**src/rtl/mul_div_unit_if.sv**
```systemverilog
// Request/response bundle between the control unit and the iterative RV32M mul/div unit.
interface mul_div_unit_if #(
  parameter int unsigned WIDTH = 32
);
  logic             start;
  logic [2:0]       funct3;
  logic [WIDTH-1:0] op_a;
  logic [WIDTH-1:0] op_b;
  logic             busy;
  logic             done;
  logic [WIDTH-1:0] result;

  modport master (output start, funct3, op_a, op_b, input busy, done, result);
  modport slave  (input start, funct3, op_a, op_b, output busy, done, result);
endinterface

```
**src/rtl/mul_div_unit.sv**
```systemverilog
// Iterative RV32M multiply/divide: radix-2 shift-add multiply and restoring divide,
// WIDTH iterations per op, start/busy/done handshake with a registered result.
module mul_div_unit #(
  parameter int unsigned WIDTH = 32
) (
  input logic           clk,
  input logic           rst,
  mul_div_unit_if.slave bus
);
  localparam int unsigned CW = $clog2(WIDTH);

  typedef enum logic [1:0] {IDLE, CALC, DONE} state_t;

  state_t             state;
  logic [CW-1:0]      count;
  logic [2:0]         op;
  logic               neg;
  logic               div_zero;
  logic [2*WIDTH-1:0] acc;
  logic [2*WIDTH-1:0] mcand;
  logic [WIDTH-1:0]   mplr;
  logic               busy_r;
  logic               done_r;
  logic [WIDTH-1:0]   result_r;

  logic               a_signed, b_signed, a_neg, b_neg;
  logic [WIDTH-1:0]   a_mag, b_mag;
  logic               start_neg;
  logic [WIDTH:0]     trial;
  logic [WIDTH-1:0]   diff;
  logic [2*WIDTH-1:0] acc_next;
  logic [2*WIDTH-1:0] prod;
  logic [WIDTH-1:0]   quot, rem;
  logic [WIDTH-1:0]   res_next;

  assign bus.busy   = busy_r;
  assign bus.done   = done_r;
  assign bus.result = result_r;

  // Operand magnitudes and result sign, captured when a request is accepted.
  always_comb begin
    a_signed = 1'b0;
    b_signed = 1'b0;
    unique case (bus.funct3)
      3'b000, 3'b001: begin a_signed = 1'b1; b_signed = 1'b1; end
      3'b010:         a_signed = 1'b1;
      3'b100, 3'b110: begin a_signed = 1'b1; b_signed = 1'b1; end
      default:        ;
    endcase
    a_neg = a_signed & bus.op_a[WIDTH-1];
    b_neg = b_signed & bus.op_b[WIDTH-1];
    a_mag = a_neg ? (~bus.op_a + 1'b1) : bus.op_a;
    b_mag = b_neg ? (~bus.op_b + 1'b1) : bus.op_b;
    // Remainder follows the dividend; everything else is the product of the signs.
    start_neg = (bus.funct3[2] & bus.funct3[1]) ? a_neg : (a_neg ^ b_neg);
  end

  // One iteration. Divide keeps the partial remainder in acc's low half and shifts
  // quotient bits into the high half; the dividend streams out of mcand[WIDTH-1].
  always_comb begin
    trial    = {acc[WIDTH-1:0], mcand[WIDTH-1]};
    diff     = trial[WIDTH-1:0] - mplr;
    acc_next = acc;
    if (!op[2])
      acc_next = acc + (mplr[0] ? mcand : '0);
    else if (trial >= {1'b0, mplr})
      acc_next = {acc[2*WIDTH-2:WIDTH], 1'b1, diff};
    else
      acc_next = {acc[2*WIDTH-2:WIDTH], 1'b0, trial[WIDTH-1:0]};
  end

  always_comb begin
    prod     = neg ? (~acc_next + 1'b1) : acc_next;
    quot     = acc_next[2*WIDTH-1:WIDTH];
    rem      = acc_next[WIDTH-1:0];
    res_next = '0;
    unique case (op)
      3'b000:                 res_next = prod[WIDTH-1:0];
      3'b001, 3'b010, 3'b011: res_next = prod[2*WIDTH-1:WIDTH];
      3'b100, 3'b101:         res_next = div_zero ? '1 : (neg ? (~quot + 1'b1) : quot);
      default:                res_next = neg ? (~rem + 1'b1) : rem;
    endcase
  end

  always_ff @(posedge clk) begin
    if (rst) begin
      state    <= IDLE;
      count    <= '0;
      op       <= '0;
      neg      <= 1'b0;
      div_zero <= 1'b0;
      acc      <= '0;
      mcand    <= '0;
      mplr     <= '0;
      busy_r   <= 1'b0;
      done_r   <= 1'b0;
      result_r <= '0;
    end else begin
      unique case (state)
        IDLE: begin
          done_r <= 1'b0;
          if (bus.start) begin
            op       <= bus.funct3;
            neg      <= start_neg;
            div_zero <= (bus.op_b == '0);
            acc      <= '0;
            mcand    <= {{WIDTH{1'b0}}, a_mag};
            mplr     <= b_mag;
            count    <= '0;
            busy_r   <= 1'b1;
            state    <= CALC;
          end
        end
        CALC: begin
          acc   <= acc_next;
          mcand <= mcand << 1;
          if (!op[2])
            mplr <= mplr >> 1;
          count <= count + 1'b1;
          if (count == CW'(WIDTH - 1)) begin
            result_r <= res_next;
            done_r   <= 1'b1;
            state    <= DONE;
          end
        end
        DONE: begin
          done_r <= 1'b0;
          busy_r <= 1'b0;
          state  <= IDLE;
        end
        default: state <= IDLE;
      endcase
    end
  end
endmodule

```
**src/flat_wrapper.sv**
```systemverilog
// flat-port wrapper written by rule: the top's interface ports become plain ports
module mul_div_unit_flat 
#(
  parameter int unsigned WIDTH = 32
)
  (clk, rst, bus_start, bus_funct3, bus_op_a, bus_op_b, bus_busy, bus_done, bus_result);
  mul_div_unit_if #(.WIDTH(WIDTH)) bus_i ();
  input logic clk;
  input logic rst;
  input wire logic [$bits(bus_i.start)-1:0] bus_start;
  input wire logic [$bits(bus_i.funct3)-1:0] bus_funct3;
  input wire logic [$bits(bus_i.op_a)-1:0] bus_op_a;
  input wire logic [$bits(bus_i.op_b)-1:0] bus_op_b;
  output wire logic [$bits(bus_i.busy)-1:0] bus_busy;
  output wire logic [$bits(bus_i.done)-1:0] bus_done;
  output wire logic [$bits(bus_i.result)-1:0] bus_result;
  assign bus_i.start = bus_start;
  assign bus_i.funct3 = bus_funct3;
  assign bus_i.op_a = bus_op_a;
  assign bus_i.op_b = bus_op_b;
  assign bus_busy = bus_i.busy;
  assign bus_done = bus_i.done;
  assign bus_result = bus_i.result;
  mul_div_unit #(.WIDTH(WIDTH)) u_core (.clk(clk), .rst(rst), .bus(bus_i));
endmodule
```
**config.mk**
```make
export PLATFORM = sky130hd
export DESIGN_NAME = mul_div_unit_flat
export DESIGN_NICKNAME = d
export VERILOG_FILES = /design/src/rtl/mul_div_unit_if.sv /design/src/rtl/mul_div_unit.sv /design/src/flat_wrapper.sv
export SDC_FILE = /design/constraint.sdc
export NUM_CORES = 1
export LEC_CHECK = 0
export BUFFER_PORTS_ARGS = -buffer_cell sky130_fd_sc_hd__buf_2
export CELL_PAD_IN_SITES_DETAIL_PLACEMENT = 1
export CELL_PAD_IN_SITES_GLOBAL_PLACEMENT = 1
export CORE_MARGIN = 3
export CORE_UTILIZATION = 40
export CTS_BUF_LIST = sky130_fd_sc_hd__clkbuf_16
export CTS_CLUSTER_SIZE = 24
export DETAILED_ROUTE_END_ITERATION = 6
export PLACE_DENSITY = 0.75
export SLEW_MARGIN = 15
export SYNTH_ARGS = -nofsm -noshare
export SYNTH_HDL_FRONTEND = slang
export SYNTH_SLANG_ARGS = --single-unit
```
**constraint.sdc**
```tcl
create_clock -name clk -period 7.5 [get_ports clk]
set_input_delay 0.75 -clock clk [delete_from_list [all_inputs] [get_ports clk]]
set_output_delay 0.75 -clock clk [all_outputs]
set_load 0.1 [all_outputs]
```
==> flow_summary.yaml, run 1 <==
setup_path:
  cpMostUsedCell: "o31ai_1"
  critical-path-max-stage-delay_ns: 0.75
  path_buf_inv: 2
  end_kind: "flop"
  critPathTopFamily: "simple AND/OR/NAND/NOR gates"
  slowest_stage: "a211oi_1"
  cp.arrival_ns: 7.31
  worstPathMaxFanout: 15
  path_cells: "buf_4, and2_1, ha_1, inv_1, fa_1, nor2b_1, o2111ai_1, a211oi_1, nor2_1, o31ai_1, xnor2_1, a21boi_1, or4_1, nor4_1, nand3_1, o31ai_1, xor2_1, o22ai_1"
  cp-start-kind: "flop"
  cp.required_ns: 7.97
  crit_type: "reg -> reg"
logic_synthesis:
  netlist_area_sq_um: 20200
  synthCells: 2948
  ys_seq_area_share_pct: 20.4
  ys_ff_latch: 206
  synth_cell_type_count: 98
  yosysWarnings: 0
  syn_avg_cell_area_sq_um: 6.85
  yosys_most_used_dff: "dfxtp_1"
  synthesis.nets: 3120
  synth-edff-count: 0
  synthArstFlopShare_pct: 0
global_route:
  grt_max_degree: 87
  grtUsageTotal_pct: 33.9
  grt_pass1_wl_mm: 142
  antenna_found_initial: 2
  first_global_vias: 22518
  overflow: 0
detailed_routing:
  drtPass1Iterations: 5
  routed_wl_mm: 93.9
  drc: 0
  vias: 23639
  postRouteAntennaNets: 0
  drt_iter0_drc: 2184
  wire_per_inst_um: 25.9
  vias_per_cell: 6.52
layout:
  final_cell_mix: "nand2_1, a21oi_1, nor2_1"
  drive_gt1_share_pct: 9.12
  fin_nets: 3111
  multi_input_area_sq_um: 15000
  n_fill_cell: 6482
  seq_area_sq_um: 4130
  syn_to_final_growth_pct: 9.44
power_and_ir_drop:
  power_density_nw_per_um2: 171
  finalPower_mw: 3.77
  leakage_nw: 8.42
  vdd_drop_max_mv: 0.145
clocking:
  cts_setup_buffers: 0
  cts_root_buf: "clkbuf_16"
  clk_pin_slew_worst_paths_ns: 0.06
  cts_htree_levels: 1
  cts-resized-gates: 0
  numCtsBuffers: 27
  ctsHoldBuffers: 0
  clk_path_buf_depth: 3
  cts_tree: "yes"
  cts.sink_count: 206
  clk_latency_ns: 0.60
placement:
  gp_congestion: 0.998
  dpl.hpwl_mm: 73.9
  io_buffers: 103
sta:
  finalHoldViolCount: 0
  rsz0062_at_grt: "no"
  finalSetupViolCount: 0
  post-route-min-period_ns: 6.84
  slew_headroom_pct: 24.8
  clock.fmax_mhz: 146
  drv_slew: 0
  worst_slew_pin_slew_ns: 1.13
  finalSetupTns_ns: 0
  finalCritPeriodShare_pct: 91.2
  finClkSkew_ns: 0.0337
worst_hold_path:
  min_path_type: "in -> reg"
floorplanning:
  die_w_um: 231
  initial_core_util_pct: 40.9
  rows: 81
  dieHeight_um: 231
  core_area_sq_um: 49500
  ioPinCount: 104
  die_area_sq_um: 53200
outcome:
  status: "finished clean"
flow_run:
  drv_cap: 0
worst reg2reg max path: stages (launching register included):
cell,delay (ns)
dfxtp_1,0.57
buf_4,0.28
and2_1,0.16
ha_1,0.20
inv_1,0.07
fa_1,0.38
nor2b_1,0.26
o2111ai_1,0.33
a211oi_1,0.75
nor2_1,0.19
o31ai_1,0.42
xnor2_1,0.21
a21boi_1,0.19
or4_1,0.69
nor4_1,0.52
nand3_1,0.65
o31ai_1,0.54
xor2_1,0.22
o22ai_1,0.11
sequential cells by signal (all words and copies together), names as in the netlist:
name,cells
u_core.acc,64
u_core.mcand,64
u_core.bus.result,32
u_core.mplr,32
u_core.count,5
u_core.op,3
u_core.state,2
u_core.bus.busy,1
u_core.bus.done,1
u_core.div_zero,1
u_core.neg,1
cells in the mapped netlist, drive strengths merged (12+ instances only):
| library cell | n | area share [%] |
|---|---|---|
| nand2 | 357 | 6.6 |
| a22oi | 32 | 1.2 |
| or3 | 32 | 0.99 |
| o31ai | 27 | 1.0 |
| a211oi | 60 | 2.3 |
| xor2 | 64 | 2.8 |
| o21a | 18 | 0.67 |
| ha | 100 | 6.2 |
| nor3 | 80 | 2.0 |
| and2 | 80 | 2.5 |
| clkbuf | 136 | 2.5 |
| nor2 | 318 | 5.9 |
| a221oi | 14 | 0.69 |
| nor2b | 18 | 0.56 |
| o22ai | 15 | 0.46 |
| inv | 70 | 1.3 |
| a31oi | 52 | 1.6 |
| or2 | 16 | 0.50 |
| nand2b | 16 | 0.50 |
| nand4 | 47 | 1.5 |
| and4 | 23 | 1.0 |
| buf | 60 | 1.6 |
| o211ai | 33 | 1.2 |
| and3 | 25 | 0.77 |
| o221ai | 13 | 0.56 |
| nand3 | 127 | 3.1 |
| a21oi | 360 | 9.0 |
| dfxtp | 206 | 20 |
| or4 | 12 | 0.45 |
| o21ai | 194 | 4.8 |
| xnor2 | 72 | 3.1 |
| mux2i | 29 | 1.4 |
| a21o | 31 | 1.2 |
| a311oi | 26 | 1.1 |
| nor4 | 27 | 1.0 |
through the flow:
step / instances / util, % / area [sq um] / setup WS, ns / hold WS, ns
floorplan: 2948 / - / 20200 / 2.42 / 0.441
global placement: 3574 / 42.9 / 21200 / 1.17 / 0.445
detailed placement: 3574 / 42.9 / 21200 / 0.911 / 0.458
CTS: 3624 / 44.7 / 22100 / 0.885 / 0.410
global route: 3624 / 44.7 / 22100 / 0.288 / 0.431
finish: 3625 / 44.7 / 22100 / 0.657 / 0.431
cell families after synthesis:
group | share of synthesized area (%)
buf+inv | 5.39
simple gates | 28.9
fa+ha+maj | 6.39
mux | 1.94
flops | 20.4
compound gates | 31.0
xor+xnor | 5.90
path summary, 6_finish.rpt:
| check | startpoint | to | slack (ns) | depth (start not counted) |
|---|---|---|---|---|
| worst max-delay path | u_core.mplr[0] | u_core.bus.result[14] | 0.66 | 18 |
| worst min-delay path | bus_op_a[0] | u_core.mcand[0] | 0.43 | 3 |
| worst max register to register | u_core.mplr[0] | u_core.bus.result[14] | 0.66 | 18 |
| worst min register to register | u_core.mcand[55] | u_core.mcand[56] | 0.47 | 2 |
power breakdown:
part / internal [mW] / switching [mW]
registers: 1.14 / 0.0661
clock network: 0.796 / 0.589
logic: 0.364 / 0.820
total: 2.30 / 1.48
routing by layer:
metal / part of all wire, % / vias up / track usage, %
met3: 8.6 / 143 / 6.28
met5: 0 / - / 0
li1: - / 10826 / -
met4: 2.7 / 0 / 8.50
met2: 41 / 918 / 49.7
met1: 48 / 11752 / 50.7
area by class of cell:
cell class | count | area share, %
multi-input combinational | 2476 | 68.0
sequential | 206 | 18.7
timing repair buffer | 158 | 4.23
tap | 664 | 3.76
clock buffer | 27 | 3.06
inverter | 70 | 1.19
clock inverter | 23 | 1.06
antenna | 1 | 0.0113
No activity file was read; power rests on OpenSTA's default activity.
==> run 2, diff against run 1 <==
==> constraint.sdc (replaced) <==
create_clock -name clk -period 7.5 [get_ports clk]
set_input_delay 0 -clock clk [delete_from_list [all_inputs] [get_ports clk]]
set_output_delay 0 -clock clk [all_outputs]
set_load 0.1 [all_outputs]
==> flow_summary.yaml, run 2 (synthesized netlist as in run 1, its figures left out) <==
outcome:
  status: "finished clean"
detailed_routing:
  drtPass1Iterations: 5
  drt_iter0_drc: 2247
  postRouteAntennaNets: 0
  wire_per_inst_um: 26.1
  routed_wl_mm: 96.6
  vias_per_cell: 6.56
  vias: 24281
  drc: 0
clocking:
  ctsHoldBuffers: 83
  cts_setup_buffers: 0
  cts.sink_count: 206
  cts_root_buf: "clkbuf_16"
  clk_latency_ns: 0.59
  cts_htree_levels: 1
  cts-resized-gates: 0
  clk_pin_slew_worst_paths_ns: 0.07
  numCtsBuffers: 27
  cts_tree: "yes"
  clk_path_buf_depth: 3
power_and_ir_drop:
  vdd_drop_max_mv: 0.162
  clockPowerShare_pct: 35.8
  internal-power_mw: 2.33
  p_switching_mw: 1.47
  leakage_nw: 8.78
  combPwrFrac_pct: 32.6
  pwr-share-seq_pct: 31.6
  sw_frac_of_total_pct: 38.6
  power_density_nw_per_um2: 166
setup_path:
  cp-start-kind: "flop"
  slowest_stage: "a211oi_1"
  reg2reg_from: "u_core.mplr[0]"
  path_depth: 19
  r2r-end: "u_core.bus.result[23]"
  cp.arrival_ns: 7.24
  crit_type: "reg -> reg"
  cp.required_ns: 7.99
  path_buf_inv: 3
  end_kind: "flop"
  ff2ff_setup_slack_ns: 0.75
  crit_end: "u_core.bus.result[23]"
  reg2reg_depth: 19
  cp-startpoint: "u_core.mplr[0]"
  critPathTopFamily: "simple AND/OR/NAND/NOR gates"
  path_cells: "buf_4, and2_1, ha_1, inv_1, fa_1, nor2b_1, o2111ai_1, a211oi_1, nor2_1, o31ai_1, xnor2_1, a21boi_1, or4_1, nor4_4, buf_4, and2_1, o21ai_2, or3_1, a311oi_1"
  critical-path-max-stage-delay_ns: 0.77
  worstPathMaxFanout: 18
sta:
  finalSetupViolCount: 0
  slew_headroom_pct: 20.4
  finalSetupTns_ns: 0
  finalCritPeriodShare_pct: 90.0
  post-route-min-period_ns: 6.75
  finalHoldViolCount: 0
  drv_slew: 0
  finClkSkew_ns: 0.0345
  worst_slew_pin_slew_ns: 1.19
  hold_slack_ns: 0.0249
  clock.fmax_mhz: 148
  rsz0062_at_grt: "no"
  setup_ws_ns: 0.753
layout:
  fin_nets: 3192
  n_fill_cell: 6365
  top_regs: "u_core.acc x64, u_core.mcand x64"
  drive_gt1_share_pct: 8.79
  final_cell_mix: "nand2_1, a21oi_1, nor2_1"
  syn_to_final_growth_pct: 13.5
placement:
  dpl.hpwl_mm: 73.0
  io_buffers: 103
  pre_cts_ws_ns: 1.00
  gp_congestion: 1.08
floorplanning:
  die_w_um: 231
  ioPinCount: 104
  dieHeight_um: 231
  rows: 81
  core_area_sq_um: 49500
  die_area_sq_um: 53200
  initial_core_util_pct: 40.9
global_route:
  overflow: 0
  grt_max_degree: 128
  antenna_found_initial: 3
  grtUsageTotal_pct: 35.1
  grt_pass1_wl_mm: 148
  first_global_vias: 23793
flow_run:
  drv_cap: 0
worst_hold_path:
  min_path_type: "in -> reg"
[run 2: tightest hold or removal path, stage by stage]
cell	delay, ns
buf_2	0.13
xor2_1	0.17
a211oi_1	0.09
a21oi_1	0.11
nor2_1	0.04
[run 2: worst min-delay path by stage]
stage	from	to	slack, ns	cells after the start
2_1_floorplan	bus_funct3[0]	u_core.op[0]	0.14	2
3_3_place_gp	bus_op_a[0]	u_core.mcand[0]	0.27	3
3_5_place_dp	bus_op_a[0]	u_core.mcand[0]	0.27	3
4_1_cts	bus_op_b[10]	u_core.mplr[10]	0.004	5
5_1_grt	bus_op_b[10]	u_core.mplr[10]	0.06	5
6_report	bus_op_b[10]	u_core.mplr[10]	0.02	5
[run 2: final cells by class]
class / instances / area, sq um / area share, %
tap: 664 / 831 / 3.62
inverter: 70 / 263 / 1.15
clock inverter: 21 / 219 / 0.955
antenna: 1 / 2.50 / 0.0109
timing repair buffer: 239 / 1760 / 7.69
multi-input combinational: 2476 / 15000 / 65.6
sequential: 206 / 4130 / 18.0
clock buffer: 27 / 676 / 2.95
[run 2: per-stage QoR]
stage | util (%) | total power, mW | cell area [sq um] | std cells
floorplan | - | 1.99 | 20200 | 2948
global placement | 42.9 | 2.35 | 21200 | 3572
detailed placement | 42.9 | 2.38 | 21200 | 3572
CTS | 46.3 | 3.79 | 22900 | 3703
global route | 46.4 | 3.97 | 22900 | 3703
finish | 46.4 | 3.80 | 22900 | 3704
[run 2: power by group through the flow]
stage          clock network [mW]  logic [mW]  registers, mW
2_1_floorplan                   0       0.803           1.19
3_3_place_gp                    0        1.13           1.22
3_5_place_dp                    0        1.16           1.22
4_1_cts                      1.39        1.20           1.20
5_1_grt                      1.42        1.34           1.21
6_report                     1.36        1.24           1.20
[run 2: routing by layer]
| metal | up-vias | track usage [%] | routed length [um] |
|---|---|---|---|
| met5 | - | 0 | 0 |
| met4 | 0 | 11.1 | 3230 |
| met3 | 190 | 5.28 | 9070 |
| met2 | 1083 | 52.8 | 40800 |
| met1 | 12025 | 51.2 | 43400 |
| li1 | 10983 | - | - |
